==> src/rtl/hazard_ctrl_pkg.sv <==
// Shared CPU definitions used by the hazard controller: MDU state encoding,
// default MDU latencies and the down-counter width helper.
package hazard_ctrl_pkg;

    typedef enum logic [1:0] {
        MDU_IDLE = 2'd0,
        MDU_BUSY = 2'd1,
        MDU_DONE = 2'd2
    } mdu_state_e;

    localparam int MULT_CYCLES_DEF = 4;
    localparam int DIV_CYCLES_DEF  = 32;

    // Width able to hold (max latency - 1); never narrower than one bit.
    function automatic int mdu_cnt_w(input int mult_cycles, input int div_cycles);
        int mx;
        mx = (mult_cycles > div_cycles) ? mult_cycles : div_cycles;
        return ($clog2(mx) > 0) ? $clog2(mx) : 1;
    endfunction

endpackage

==> src/rtl/hazard_ctrl_mdu_sequencer.sv <==
// Multi-cycle MDU sequencer: IDLE -> BUSY (latency count) -> DONE -> IDLE.
// A start is honoured only in IDLE and only when no taken branch squashes it.
module mdu_sequencer
    import hazard_ctrl_pkg::*;
#(
    parameter int MULT_CYCLES = MULT_CYCLES_DEF,
    parameter int DIV_CYCLES  = DIV_CYCLES_DEF
) (
    input  logic clk,
    input  logic rst_n,
    input  logic ex_MduStart,
    input  logic ex_MduIsDiv,
    input  logic branch_taken,
    output logic mdu_busy,
    output logic mdu_done
);

    localparam int CNT_W = mdu_cnt_w(MULT_CYCLES, DIV_CYCLES);
    localparam logic [CNT_W-1:0] MULT_LOAD = CNT_W'(MULT_CYCLES - 1);
    localparam logic [CNT_W-1:0] DIV_LOAD  = CNT_W'(DIV_CYCLES - 1);

    mdu_state_e       state_q, state_d;
    logic [CNT_W-1:0] cnt_q, cnt_d;

    // State and latency counter registers.
    always_ff @(posedge clk or negedge rst_n) begin
        if (!rst_n) begin
            state_q <= MDU_IDLE;
            cnt_q   <= '0;
        end else begin
            state_q <= state_d;
            cnt_q   <= cnt_d;
        end
    end

    // Next-state and counter update.
    always_comb begin
        state_d = state_q;
        cnt_d   = cnt_q;
        case (state_q)
            MDU_IDLE: begin
                if (ex_MduStart && !branch_taken) begin
                    state_d = MDU_BUSY;
                    cnt_d   = ex_MduIsDiv ? DIV_LOAD : MULT_LOAD;
                end else begin
                    state_d = MDU_IDLE;
                end
            end
            MDU_BUSY: begin
                if (cnt_q == '0) begin
                    state_d = MDU_DONE;
                end else begin
                    cnt_d = cnt_q - CNT_W'(1);
                end
            end
            MDU_DONE: begin
                state_d = MDU_IDLE;
            end
            default: begin
                state_d = MDU_IDLE;
                cnt_d   = '0;
            end
        endcase
    end

    assign mdu_busy = (state_q != MDU_IDLE);
    assign mdu_done = (state_q == MDU_DONE);

endmodule

==> src/rtl/hazard_ctrl.sv <==
// Pipeline hazard controller: load-use and HI/LO-dependency stalls, branch
// flush priority, MDU sequencing and a saturating stall-cycle counter.
module hazard_ctrl
    import hazard_ctrl_pkg::*;
#(
    parameter int MULT_CYCLES = MULT_CYCLES_DEF,
    parameter int DIV_CYCLES  = DIV_CYCLES_DEF
) (
    input  logic        clk,
    input  logic        rst_n,
    input  logic [4:0]  id_Rs,
    input  logic [4:0]  id_Rt,
    input  logic        id_UseRs,
    input  logic        id_UseRt,
    input  logic        id_MduUse,
    input  logic        exe_MemRead,
    input  logic [4:0]  exe_RegisterRt,
    input  logic        ex_MduStart,
    input  logic        ex_MduIsDiv,
    input  logic        branch_taken,
    output logic        PCWrite,
    output logic        IFIDWrite,
    output logic        IDEX_Bubble,
    output logic        IFID_Flush,
    output logic        mdu_busy,
    output logic        mdu_done,
    output logic [15:0] stall_cnt
);

    logic        load_use_s;
    logic        mdu_stall_s;
    logic        stall_s;
    logic [15:0] stall_cnt_q, stall_cnt_d;

    mdu_sequencer #(
        .MULT_CYCLES (MULT_CYCLES),
        .DIV_CYCLES  (DIV_CYCLES)
    ) u_mdu_seq (
        .clk          (clk),
        .rst_n        (rst_n),
        .ex_MduStart  (ex_MduStart),
        .ex_MduIsDiv  (ex_MduIsDiv),
        .branch_taken (branch_taken),
        .mdu_busy     (mdu_busy),
        .mdu_done     (mdu_done)
    );

    // Hazard detection and the branch > stall > pass priority mux.
    always_comb begin
        load_use_s  = exe_MemRead && (exe_RegisterRt != 5'd0) &&
                      ((id_UseRs && (id_Rs == exe_RegisterRt)) ||
                       (id_UseRt && (id_Rt == exe_RegisterRt)));
        mdu_stall_s = id_MduUse && (mdu_busy || ex_MduStart);
        stall_s     = (load_use_s || mdu_stall_s) && !branch_taken;
        PCWrite     = 1'b1;
        IFIDWrite   = 1'b1;
        IDEX_Bubble = 1'b0;
        IFID_Flush  = 1'b0;
        if (branch_taken) begin
            IFID_Flush  = 1'b1;
            IDEX_Bubble = 1'b1;
        end else if (stall_s) begin
            PCWrite     = 1'b0;
            IFIDWrite   = 1'b0;
            IDEX_Bubble = 1'b1;
        end else begin
            PCWrite     = 1'b1;
        end
    end

    // Saturating stall counter next value; flush-only cycles never count.
    always_comb begin
        stall_cnt_d = stall_cnt_q;
        if (stall_s && (stall_cnt_q != 16'hFFFF)) begin
            stall_cnt_d = stall_cnt_q + 16'd1;
        end else begin
            stall_cnt_d = stall_cnt_q;
        end
    end

    // Stall counter register.
    always_ff @(posedge clk or negedge rst_n) begin
        if (!rst_n) begin
            stall_cnt_q <= 16'd0;
        end else begin
            stall_cnt_q <= stall_cnt_d;
        end
    end

    assign stall_cnt = stall_cnt_q;

endmodule
==> config.mk <==
export PLATFORM = sky130hd
export DESIGN_NAME = hazard_ctrl
export DESIGN_NICKNAME = d
export VERILOG_FILES = /design/src/rtl/hazard_ctrl_pkg.sv /design/src/rtl/hazard_ctrl_mdu_sequencer.sv /design/src/rtl/hazard_ctrl.sv
export SDC_FILE = /design/constraint.sdc
export NUM_CORES = 1
export LEC_CHECK = 0
export CORE_ASPECT_RATIO = 0.9
export CORE_MARGIN = 2
export CORE_UTILIZATION = 30
export DETAILED_ROUTE_END_ITERATION = 8
export GPL_TIMING_DRIVEN = 0
export PLACE_DENSITY_LB_ADDON = 0.05
export SYNTH_ARGS = -nofsm -noshare
export SYNTH_HDL_FRONTEND = slang
export SYNTH_SLANG_ARGS = --single-unit
==> constraint.sdc <==
create_clock -name clk -period 2.5 [get_ports clk]
set_clock_uncertainty 0.2 [all_clocks]
set_input_delay 0.5 -clock clk [delete_from_list [all_inputs] [get_ports clk]]
set_output_delay 0.5 -clock clk [all_outputs]
set_load 0.005 [all_outputs]
==> impl_summary.txt <==
----------------------------------------------------
[STA]
  Max Clock Freq ... 414.3 MHz
  Accumulated negative setup slack ... 0 ns
  Headroom to the max-slew limit ... between 30 and 40%
  Final max-slew violation count ... 0
  Worst hold slack across all endpoints ... 0.2934 ns
  Setup WS post-layout ... 0.08635 ns
  # setup viols final ... 0
  Period utilisation layout ... 96.55%
  RSZ-0062 raised after global routing ... true
  Actual slew at the worst max-slew pin ... 1.031 ns
  Number of hold violations in the final report ... 0
  Post-route minimum period ... 2.414 ns

[Routing]
  Routed wire length per instance ... 12.93 microns
  Starting DRC count in detailed routing ... 54
  Vias per cell ... 4.803
  Total via count in the routed design ... approximately 1200
  Number of detailed-route iterations in the first pass ... 4
  DRC errors left ... 0
  Count of nets left with antenna violations after detail routing ... 0
  Post-detailed-routing wire length ... 3.284 mm

[Power]
  Clock network fraction of total power ... 16.4%
  Internal Power ... 942.8 uW
  Switching portion of total power ... between 30% and 40%
  Power share of the sequential group ... between 40% and 50%
  Share of power burned in combinational logic ... 43.1%
  Worst IR drop on VDD ... 451.4 uV
  Power density over cell area ... 729.2 nW/um^2
  Net load switching power ... 512.5 uW
  Leakage power ... 0.8786 nW
  Final total power ... 1.455 mW

[Layout]
  Number of cells in the finished layout apart from fillers ... between 200 and 300
  Growth of design area from synthesis to finish ... 40.40%
  Number of antenna repair diodes ... 0
  Net count of the finished layout ... 219
  Share of final-layout standard cells stronger than drive strength 1 ... between 20% and 30%

[Run status]
  Status ... finished clean

[Worst setup path]
  Critical Setup Path Class ... in2out
  Register-to-Register Setup Slack ... about 0.24 ns
  Nature of the critical path startpoint ... input port
  Delay of the slowest critical-path stage ... 0.27 ns
  Cell seen most often among critical-path stages ... buf_6
  Crit Path Max Fanout ... 3
  Worst path top cell family by delay ... simple AND/OR/NAND/NOR gates
  Worst path arrival time ... 1.71 ns
  Data required, critical path ... 1.80 ns
  Category of the worst setup path capture point ... output port
  Cell-by-cell trace of the critical path ... buf_2, xnor2_2, nand4_1, o22ai_2, a31oi_4, or2_4, buf_6, buf_6
  Master of the slowest instance on the critical path ... or2_4
  Buffer and inverter count on the worst path ... 3

[Synth]
  Post-synth EDFFs ... 0
  Dominant cell type by area after synthesis ... dfrtp_1
  Sequential area share after synthesis ... 40.49%
  Distinct cells, synth ... 40
  Share of flip-flops with an asynchronous set or reset ... 100.0%
  Number of synthesized register bits ... 23
  Average instance area after synthesis ... a little over 10 sq um
  Post-synth top flop ... dfrtp_1
  Instance count of the mapped netlist ... 140
  Ys Warns ... 0
  Most frequently used cell type in the post-synthesis netlist ... dfrtp_1
  Most area-consuming cells after synthesis ... dfrtp_1 40%, xor2_1 8.0%, xnor2_1 7.4%
  Netlist area before placement ... approximately 1400 sq um
  Cell types with the highest counts after synthesis ... 23 x dfrtp_1, 13 x xor2_1, 12 x xnor2_1
  Fraction of synthesized cell area taken by the top area cell type ... 40.49%
  Total nets after synthesis ... about 170

[Hold path]
  Hold Path Class ... reg2reg

[Placed design]
  Minimum setup slack after placement ... -0.9545 ns
  Count of input and output buffers ... 44
  Routability Congestion ... approximately 0.74
  Placed wire-length estimate ... approximately 2.5 mm
  Cell count after placement ... between 200 and 250

[Global routing]
  Overall routing resource usage ... a little over an eighth
  Largest net degree at the start of global routing ... 24
  First-pass GRT wire length ... 5.713 mm
  Gr ovfl total ... 0
  Vias in the first global route ... 1211
  Antenna violations before repair ... 0

[Floorplanning]
  Horizontal extent of the die ... between 70 and 80 microns
  Overall die area ... 5305 sq um
  Effective utilization at floorplan ... 31.46%
  Core ar. ... 4518 sq um
  Die Height ... just under 70 microns
  Top-level I/O count ... 46
  Floorplan row count ... 23

[CTS]
  Clock tree from TritonCTS ... built
  Clk buf depth ... 2
  Number of clock sinks ... 23
  Post-CTS Hold Fix Bufs ... 0
  Clock transition time at the flip-flop clock pins of the worst setup and hold paths ... about 0.090 ns
  Number of CTS-inserted buffers ... 3
  Clock Latency Late Sink ... 0.27 ns
  Number of H-tree levels ... 1
  Root Driver ... clkbuf_8

[Flow run]
  Number of maximum-capacitance constraint violations ... 0

----------------------------------------------------
[cells in the final DEF (no fill, tap or decap), types with 2 or more instances in the layout]
cell             synthesis  final
clkdlybuf4s50_1          0     23
dfrtp_1                 23     21
xor2_1                  13     13
buf_2                    1     13
nand2_1                 11     11
nor2_1                  10     10
xnor2_1                 12      8
buf_4                    2      7
nand4_1                  6      6
nor4_2                   6      6
nand3_1                  5      5
buf_6                    1      5
inv_1                    4      4
nor3_1                   4      4
xnor2_2                  0      4
a21oi_1                  4      4
or2_4                    1      3
nand2b_1                 3      3
nor4b_1                  3      3
o21ai_0                  3      3
nor4_1                   3      3
clkbuf_8                 0      3
a211oi_1                 2      2
a21o_1                   2      2
ha_1                     2      2
dlygate4sd2_1            0      2
dfrtp_2                  0      2
[per-layer routing]
| metal | wire (microns) | vias up | global-route usage [%] | part of all wire [%] |
|---|---|---|---|---|
| met4 | 27 | 0 | 3.636 | 0.82 |
| li1 | - | 600 | - | - |
| met5 | 0 | - | 0 | 0 |
| met2 | 1447 | 36 | 20.16 | 44 |
| met3 | 163 | 4 | 3.385 | 5.0 |
| met1 | 1645 | 580 | 19.00 | 50 |
[worst reg2reg max path, cell delays in order, from the launching register on]
cell and delay [ns]:
dfrtp_1 0.41, ha_1 0.25, nand3_1 0.10, or2_4 0.27
nor4_4 0.41, or3_4 0.22, mux2_4 0.29
[area by class of cell]
cell class | count | area (sq um)
Clock inverter | 1 | 5.005
Clock buffer | 3 | 41.29
Inverter | 4 | 15.01
Timing Repair Buffer | 50 | 425.4
Sequential cell | 23 | 578.1
Buffer | 4 | 27.53
Fill cell | 456 | 2522
Tap cell | 62 | 77.57
Multi-Input combinational cell | 107 | 825.8
[what timing repair did]
item,CTS,global route
buffers inserted,6,1
resized for setup,83,4
endpoints found under the setup margin,3,3
pin swaps,17,8
[cell families after synthesis]
group / Yosys count / synth area share (%)
AND/OR/NAND/NOR: 62 / 28.35
AO/OA/AOI/OAI: 16 / 8.362
adder cells (fa/ha/maj): 2 / 1.760
buffers and inverters: 10 / 3.872
flip-flops: 23 / 40.49
XOR/XNOR: 25 / 15.40
multiplexers: 2 / 1.760
[flip-flops by register name (all words and copies together), names as in the netlist]
name               count
stall_cnt             16
u_mdu_seq.cnt_q        5
u_mdu_seq.state_q      2
[per-stage QoR]
step                      utilization, %  instance area, sq um
after floorplan                        -                  1421
after global placement             42.92                  1939
after detailed placement           42.92                  1939
after CTS                          44.17                  1996
after global routing               44.17                  1996
final                              44.17                  1996
[power groups by stage]
stage / clock, mW / sequential (mW) / combinational [mW]
global placement: 0 / 0.590 / 0.588
floorplan: 0 / 0.576 / 0.347
CTS: 0.250 / 0.590 / 0.647
detailed placement: 0 / 0.593 / 0.602
finish: 0.239 / 0.589 / 0.628
global route: 0.266 / 0.608 / 0.702
[worst paths after layout]
path,startpoint,to,cells past startpoint
setup / recovery,id_Rs[2],PCWrite,8
hold / removal,stall_cnt[10],stall_cnt[10],1
setup reg to reg,stall_cnt[0],stall_cnt[1],6
hold reg to reg,stall_cnt[10],stall_cnt[10],1
max in group asynchronous,rst_n,u_mdu_seq.state_q[0],1
min in group asynchronous,rst_n,u_mdu_seq.cnt_q[3],1
No activity file was read; power rests on OpenSTA's default activity.
